--- src/rtl/clas_bias_argmax.sv ---
// Classifier tail: adds per-class LUT bias to streamed MAC accumulations and keeps a running argmax.
// Optional macro CLAS_LOGITS_EN adds a per-class logit readout port (logits_o).
module clas_bias_argmax #(
  parameter int ACC_WIDTH  = 20,
  parameter int DATA_WIDTH = 8,
  parameter int ADDR_WIDTH = 8,
  parameter int NUM_CLASS  = 6,
  parameter int BIAS_SHIFT = 0,
  parameter logic [ADDR_WIDTH-1:0] BIAS_ADDR = 8'h01
) (
  input  logic                         clk,
  input  logic                         rst_n,
  input  logic                         acc_valid,
  input  logic signed [ACC_WIDTH-1:0]  acc_data,
  output logic                         acc_ready,
  output logic [ADDR_WIDTH-1:0]        lut_addr,
  input  logic signed [DATA_WIDTH-1:0] bias_i [0:NUM_CLASS-1],
  output logic [2:0]                   class_o,
  output logic                         class_valid,
  input  logic                         class_ready,
  output logic                         busy_o
`ifdef CLAS_LOGITS_EN
  ,
  output logic signed [ACC_WIDTH:0]    logits_o [0:NUM_CLASS-1]
`endif
);

  localparam int LW = ACC_WIDTH + 1;
  localparam logic [2:0] LAST_IDX = 3'(NUM_CLASS - 1);

  typedef enum logic [1:0] {S_IDLE, S_ACCUM, S_RESULT} state_t;

  state_t                r_state;
  logic [2:0]            r_idx;
  logic [2:0]            r_best;
  logic [2:0]            r_class;
  logic signed [LW-1:0]  r_max;
  logic                  r_class_valid;
  logic                  r_acc_ready;
  logic                  r_busy;

  logic                  w_beat;
  logic signed [LW-1:0]  w_logit;
  logic                  w_gt;

  // One guard bit above the accumulator absorbs the bias add, so no saturation is needed.
  function automatic logic signed [LW-1:0] f_logit(
    input logic signed [ACC_WIDTH-1:0]  acc,
    input logic signed [DATA_WIDTH-1:0] bias
  );
    logic signed [LW-1:0] acc_x;
    logic signed [LW-1:0] bias_x;
    acc_x  = {acc[ACC_WIDTH-1], acc};
    bias_x = {{(LW-DATA_WIDTH){bias[DATA_WIDTH-1]}}, bias};
    return acc_x + (bias_x <<< BIAS_SHIFT);
  endfunction

  assign lut_addr = BIAS_ADDR;
  assign w_beat   = acc_valid & r_acc_ready;
  assign w_logit  = f_logit(acc_data, bias_i[r_idx]);
  // Strict compare: equal logits leave the earlier (lower) class as winner.
  assign w_gt     = w_logit > r_max;

`ifdef CLAS_LOGITS_EN
  logic signed [LW-1:0] r_logits [0:NUM_CLASS-1];
  assign logits_o = r_logits;

  always_ff @(posedge clk or negedge rst_n) begin
    if (!rst_n) begin
      for (int k = 0; k < NUM_CLASS; k++) r_logits[k] <= '0;
    end else if (w_beat) begin
      r_logits[r_idx] <= w_logit;
    end
  end
`endif

  always_ff @(posedge clk or negedge rst_n) begin
    if (!rst_n) begin
      r_state       <= S_IDLE;
      r_idx         <= '0;
      r_best        <= '0;
      r_class       <= '0;
      r_max         <= '0;
      r_class_valid <= 1'b0;
      r_acc_ready   <= 1'b1;
      r_busy        <= 1'b0;
    end else begin
      case (r_state)
        S_IDLE: begin
          if (w_beat) begin
            r_idx   <= 3'd1;
            r_max   <= w_logit;
            r_best  <= '0;
            r_busy  <= 1'b1;
            r_state <= S_ACCUM;
          end
        end
        S_ACCUM: begin
          if (w_beat) begin
            if (w_gt) begin
              r_max  <= w_logit;
              r_best <= r_idx;
            end
            r_idx <= r_idx + 3'd1;
            if (r_idx == LAST_IDX) begin
              r_idx         <= '0;
              r_class       <= w_gt ? r_idx : r_best;
              r_class_valid <= 1'b1;
              r_acc_ready   <= 1'b0;
              r_state       <= S_RESULT;
            end
          end
        end
        S_RESULT: begin
          if (class_ready) begin
            r_class_valid <= 1'b0;
            r_acc_ready   <= 1'b1;
            r_busy        <= 1'b0;
            r_state       <= S_IDLE;
          end
        end
        default: begin
          r_state       <= S_IDLE;
          r_class_valid <= 1'b0;
          r_acc_ready   <= 1'b1;
          r_busy        <= 1'b0;
        end
      endcase
    end
  end

  assign acc_ready   = r_acc_ready;
  assign class_o     = r_class;
  assign class_valid = r_class_valid;
  assign busy_o      = r_busy;

endmodule

--- config.mk ---
export PLATFORM = sky130hd
export DESIGN_NAME = clas_bias_argmax
export DESIGN_NICKNAME = d
export VERILOG_FILES = /design/src/rtl/clas_bias_argmax.sv
export SDC_FILE = /design/constraint.sdc
export NUM_CORES = 1
export LEC_CHECK = 0
export ABC_AREA = 1
export CAP_MARGIN = 25
export CORE_MARGIN = 2
export CORE_UTILIZATION = 25
export DETAILED_ROUTE_END_ITERATION = 12
export PLACE_DENSITY = 0.52
export RECOVER_POWER = 100
export REMOVE_ABC_BUFFERS = 1
export SYNTH_ARGS = -nofsm -noshare
export SYNTH_HDL_FRONTEND = slang
export SYNTH_SLANG_ARGS = --single-unit
--- constraint.sdc ---
create_clock -name clk -period 9.6 [get_ports clk]
set_clock_uncertainty 0.05 [all_clocks]
set_input_delay 1.92 -clock clk [delete_from_list [all_inputs] [get_ports clk]]
set_output_delay 1.92 -clock clk [all_outputs]
set_load 0.01 [all_outputs]
==> flow_metrics.env, run 1 <==
export IMPL_status="finished, violations left"
export IMPL_violations="capacitance limit, slew limit"
export IMPL_crit_required_ns=9.71
export IMPL_fin_setup_tns_ns=0
export IMPL_cts_tree="built"
export IMPL_crit_path_top_delay_cell="nand2_1"
export IMPL_rr_endpoint="r_max[8]"
export IMPL_start_kind="input port"
export IMPL_drive_gt1_frac=0.0541
export IMPL_postRouteAntennaNets=0
export IMPL_vias_per_cell=4.62
export IMPL_reg2regPathDepth=26
export IMPL_routabilityCongestion=0.843
export IMPL_synth_distinct_cells=40
export IMPL_die_y_um=129
export IMPL_routed_wl_um=10700
export IMPL_final_max_slew_viol_count=62
export IMPL_synth_area_top_cells="dfrtp_1, nand2_1, ha_1"
export IMPL_postCtsSetupRepairBufs=0
export IMPL_hold_buffers=0
export IMPL_crit_end="r_max[8]"
export IMPL_hold_class="reg2reg"
export IMPL_synth_cell_area_mm2=0.00388
export IMPL_start_util=0.255
export IMPL_synth_avg_cell_area_um2=6.52
export IMPL_ys_seq_area_frac=0.226
export IMPL_final_hold_viol_count=0
export IMPL_avgRoutedWirePerCell_um=12.5
export IMPL_cts_resized=0
export IMPL_setup_viol=0
export IMPL_r2r_slack_ns=3.19
export IMPL_yosys_warnings=0
export IMPL_num_rows=45
export IMPL_grt_pass1_wl_um=17700
export IMPL_fmax_mhz=139
export IMPL_cts_sinks=35
export IMPL_remaining_drc_errors=0
export IMPL_synth_ff_type="dfrtp_1"
export IMPL_critPathLaunch="bias_i[47]"
export IMPL_io_buffers=77
export IMPL_rsz0062_at_grt="false"
export IMPL_fin_crit_sh=0.752
export IMPL_antennaDiodeCount=0
export IMPL_critical_path_class="in2reg"
export IMPL_path_clk_slew_ns=0.06
export IMPL_synth_async_sr_flop_share=1.00
export IMPL_worst_slew_pin_slew_ns=1.95
export IMPL_crit_path_frequent_cell="nand2_1"
export IMPL_hp_start="class_valid"
export IMPL_areaGrowthSynthToFinish_pct=25.3
export IMPL_layout_nets=779
export IMPL_period_minus_slack_ns=7.22
export IMPL_cp_arrival_ns=7.33
export IMPL_pin_count=86
export IMPL_grt_start_max_net_pins=36
export IMPL_synth_area_leader_cell="dfrtp_1"
export IMPL_drt_initial_drc_count=139
export IMPL_antenna_found_initial=0
export IMPL_final_common_cell="nand2_1"
export IMPL_dp_hpwl_um=8720
export IMPL_most_common_layout_cells="nand2_1, inv_1, clkdlybuf4s50_1, nor2_1, nand3_1"
export IMPL_grt_usage=0.131
export IMPL_r2r_start="r_idx[0]"
export IMPL_critical_path_max_stage_delay_ns=0.71
export IMPL_die_area_mm2=0.0165
export IMPL_grt_pass1_vias=3807
export IMPL_cts_buffer_depth=2
export IMPL_yosys_register_bits=35
export IMPL_overflow=0
export IMPL_synthCells=595
export IMPL_dr_pass1_iters=5
export IMPL_crit_path_end_kind="flop"
export IMPL_die_w_um=129
export IMPL_synth_top_cell_area_share=0.219
export IMPL_maxCapViolCount=2
export IMPL_maxSlewHeadroom=-0.301
export IMPL_crit_path_max_fanout=22
export IMPL_clk_latency_ns=0.28
export IMPL_vias=3949
export IMPL_core_mm2=0.0152
export IMPL_synth_edf_count=0
export IMPL_cts_made_buffers=5
export IMPL_clockRootBuffer="clkbuf_16"
export IMPL_htree_levels=2
==> area by class of cell <==
| type | instances | area (µm²) |
|---|---|---|
| Fill cell | 1697 | 10300 |
| Clock buffer | 6 | 129 |
| Sequential cell | 35 | 877 |
| Clock inverter | 2 | 12.5 |
| Tap cell | 188 | 235 |
| Multi-Input combinational cell | 467 | 2540 |
| Timing Repair Buffer | 79 | 778 |
| Inverter | 77 | 289 |
==> sequential cells by signal, summed over array words and instances (netlist names) <==
name and cells:
r_max 21, busy_o 1, r_best 3, r_idx 3
acc_ready 1, class_o 3, class_valid 1, r_state 2
==> per-stage QoR <==
step                      utilization  instance area (µm²)  setup slack (ns)  instances  hold WS (ns)
after detailed placement        0.314                 4770              3.15        846         0.416
after CTS                       0.323                 4910              3.44        854         0.427
after floorplan                     -                 3750              3.89        579         0.398
after global placement          0.314                 4770              3.27        846         0.411
final                           0.320                 4860              2.38        854         0.415
after global routing            0.320                 4860              1.69        854         0.444
==> critical path, delay by kind of cell <==
kind	cells	cell delay, ns
AO/OA/AOI/OAI	6	1.08
buffers and inverters	2	0.99
adder cells (fa/ha/maj)	2	0.76
AND/OR/NAND/NOR	16	2.56
==> worst min path at each step <==
stage	slack [ns]	endpoint	cells after the start
after global routing	0.44	class_valid	2
final	0.42	class_valid	2
after detailed placement	0.42	class_valid	2
after CTS	0.43	acc_ready	2
after global placement	0.41	class_valid	2
after floorplan	0.40	r_max[0]	2
==> synth_stat cells (8+ instances only) <==
library cell and n:
a21oi_1 28, buf_4 10, clkbuf_1 8, dfrtp_1 34, ha_1 41, inv_1 73, nand2_1 157, nand2_2 23
nand3_1 56, nand4_1 12, nor2_1 53, o211ai_1 9, o21ai_0 34, xor2_1 11
==> logic make-up (layout without fill, tap and decap cells) <==
group / count (synthesis) / count (layout) / share of synthesized area
other: 2 / 8 / 0.00194
and+or+nand+nor: 318 / 318 / 0.366
adders and majority gates: 42 / 42 / 0.137
DFF: 35 / 35 / 0.226
buffers and inverters: 99 / 164 / 0.114
xor gates and xnor gates: 13 / 13 / 0.0293
AOI/OAI and AO/OA: 86 / 86 / 0.125
==> per-layer routing <==
metal  GRT usage  wire [µm]  up-vias
li1            -          -     2066
met1       0.173       5100     1806
met2       0.225       5050       66
met5           0          0        -
met4      0.0364        186        0
met3      0.0175        351       11
Power of run 1 is not shown: default switching activity piles up to over one toggle a cycle in this logic, so the estimate is an artifact.
==> inputs of run 2 (changes only) <==
--- a/config.mk
+++ b/config.mk
@@ -10,7 +10,7 @@
 export CORE_MARGIN = 2
 export CORE_UTILIZATION = 25
 export DETAILED_ROUTE_END_ITERATION = 12
-export PLACE_DENSITY = 0.52
+export PLACE_DENSITY = 0.54
 export RECOVER_POWER = 100
 export REMOVE_ABC_BUFFERS = 1
 export SYNTH_ARGS = -nofsm -noshare
==> constraint.sdc (replaced) <==
create_clock -name clk -period 6.3 [get_ports clk]
set_clock_uncertainty 0.05 [all_clocks]
set_input_delay 1.26 -clock clk [delete_from_list [all_inputs] [get_ports clk]]
set_output_delay 1.26 -clock clk [all_outputs]
set_load 0.01 [all_outputs]
==> flow_metrics.env, run 2 (synthesized netlist as in run 1, its figures left out) <==
export IMPL_status="finished, violations left"
export IMPL_violations="capacitance limit, slew limit"
export IMPL_areaGrowthSynthToFinish_pct=25.6
export IMPL_hold_class="reg2reg"
export IMPL_antennaDiodeCount=0
export IMPL_fin_crit_sh=0.866
export IMPL_overflow=0
export IMPL_postRouteAntennaNets=0
export IMPL_avgRoutedWirePerCell_um=12.2
export IMPL_top_register="r_max"
export IMPL_dr_pass1_iters=4
export IMPL_remaining_drc_errors=0
export IMPL_die_w_um=129
export IMPL_cp_arrival_ns=5.57
export IMPL_path_clk_slew_ns=0.06
export IMPL_drt_initial_drc_count=135
export IMPL_vias_per_cell=4.57
export IMPL_final_common_cell="nand2_1"
export IMPL_crit_path_end_kind="flop"
export IMPL_io_buffers=77
export IMPL_worst_slew_pin_slew_ns=1.89
export IMPL_num_rows=45
export IMPL_clk_latency_ns=0.28
export IMPL_period_minus_slack_ns=5.46
export IMPL_start_kind="input port"
export IMPL_fin_setup_tns_ns=0
export IMPL_vias=3910
export IMPL_die_y_um=129
export IMPL_routed_wl_um=10400
export IMPL_crit_family="simple AND/OR/NAND/NOR gates"
export IMPL_critical_path_class="in2reg"
export IMPL_crit_end="r_max[13]"
export IMPL_hold_buffers=0
export IMPL_routabilityCongestion=0.812
export IMPL_largest_reg_flops=21
export IMPL_critPathLaunch="bias_i[40]"
export IMPL_drive_gt1_frac=0.0434
export IMPL_cp_num_cells=27
export IMPL_r2r_start="r_idx[1]"
export IMPL_cts_made_buffers=5
export IMPL_cts_buffer_depth=2
export IMPL_cts_sinks=35
export IMPL_maxCapViolCount=2
export IMPL_cts_resized=0
export IMPL_dp_hpwl_um=8560
export IMPL_crit_path_frequent_cell="nand2_1"
export IMPL_grt_pass1_vias=3707
export IMPL_setup_viol=0
export IMPL_cts_tree="built"
export IMPL_crit_required_ns=6.42
export IMPL_postCtsSetupRepairBufs=0
export IMPL_crit_path_top_delay_cell="dlygate4sd3_1"
export IMPL_die_area_mm2=0.0165
export IMPL_final_max_slew_viol_count=62
export IMPL_path_buf_inv=2
export IMPL_antenna_found_initial=0
export IMPL_r2r_slack_ns=1.15
export IMPL_most_common_layout_cells="nand2_1, inv_1, clkdlybuf4s50_1, nand3_1, nor2_1"
export IMPL_grt_pass1_wl_um=17600
export IMPL_core_mm2=0.0152
export IMPL_rr_endpoint="r_max[13]"
export IMPL_reg2regPathDepth=29
export IMPL_htree_levels=2
export IMPL_pin_count=86
export IMPL_rsz0062_at_grt="false"
export IMPL_start_util=0.255
export IMPL_maxSlewHeadroom=-0.262
export IMPL_clockRootBuffer="clkbuf_16"
export IMPL_critical_path_max_stage_delay_ns=0.52
export IMPL_layout_nets=781
export IMPL_grt_start_max_net_pins=36
export IMPL_grt_usage=0.130
export IMPL_final_hold_viol_count=0
export IMPL_fmax_mhz=183
export IMPL_crit_path_max_fanout=22
==> run 2: cell count changes in the layout (fill, tap and decap cells not counted), sizes merged <==
| cell | delta |
|---|---|
| buf | +3 |
| clkbuf | -2 |
| clkinvlp | +1 |
==> run 2: layer usage <==
layer  track usage  wire length [µm]  vias up
met1         0.184              5180     1769
met2         0.209              4730       66
met4        0.0352               171        0
met3        0.0175               324       10
li1              -                 -     2065
met5             0                 0        -
==> run 2: worst min-delay path by stage <==
stage                      from           to  slack, ns  cells after the start
floorplan              r_max[0]     r_max[0]       0.40                      2
global placement    class_valid  class_valid       0.41                      2
detailed placement    acc_ready    acc_ready       0.41                      2
CTS                   acc_ready    acc_ready       0.42                      2
global route           r_max[6]     r_max[6]       0.44                      2
finish              class_valid  class_valid       0.42                      2
==> run 2: tightest hold or removal path, stage by stage (launching register included) <==
cell and delay, ns:
dfrtp_1 0.33, nand2_1 0.05, nand2_1 0.05
==> run 2: through the flow <==
stage               std cells  instance area (µm²)  hold WS (ns)  setup slack [ns]  utilization
floorplan                 579                 3750         0.398              1.25            -
global placement          848                 4780         0.414             0.607        0.315
detailed placement        848                 4780         0.414             0.563        0.315
CTS                       856                 4930         0.424             0.852        0.324
global route              856                 4870         0.444             0.277        0.321
finish                    856                 4870         0.416             0.842        0.321
==> run 2: final cells by class <==
| cell class | instances | area [µm²] |
|---|---|---|
| timing repair buffer | 81 | 797 |
| multi-input combinational | 467 | 2530 |
| inverter | 77 | 289 |
| clock buffer | 5 | 125 |
| clock inverter | 3 | 20.0 |
| fill | 1689 | 10300 |
| tap | 188 | 235 |
| sequential | 35 | 877 |
Power of run 2 is left out for the same reason.
==> inputs of run 3 (changes only) <==
--- a/config.mk
+++ b/config.mk
@@ -9,6 +9,8 @@
 export CAP_MARGIN = 25
 export CORE_MARGIN = 2
 export CORE_UTILIZATION = 25
+export CTS_BUF_LIST = sky130_fd_sc_hd__clkbuf_16
+export CTS_CLUSTER_SIZE = 12
 export DETAILED_ROUTE_END_ITERATION = 12
 export PLACE_DENSITY = 0.54
 export RECOVER_POWER = 100
==> results of run 3 <==
Same layout as run 2: the final DEF is identical, and so are final timing and power.
Power of run 3 is left out for the same reason.
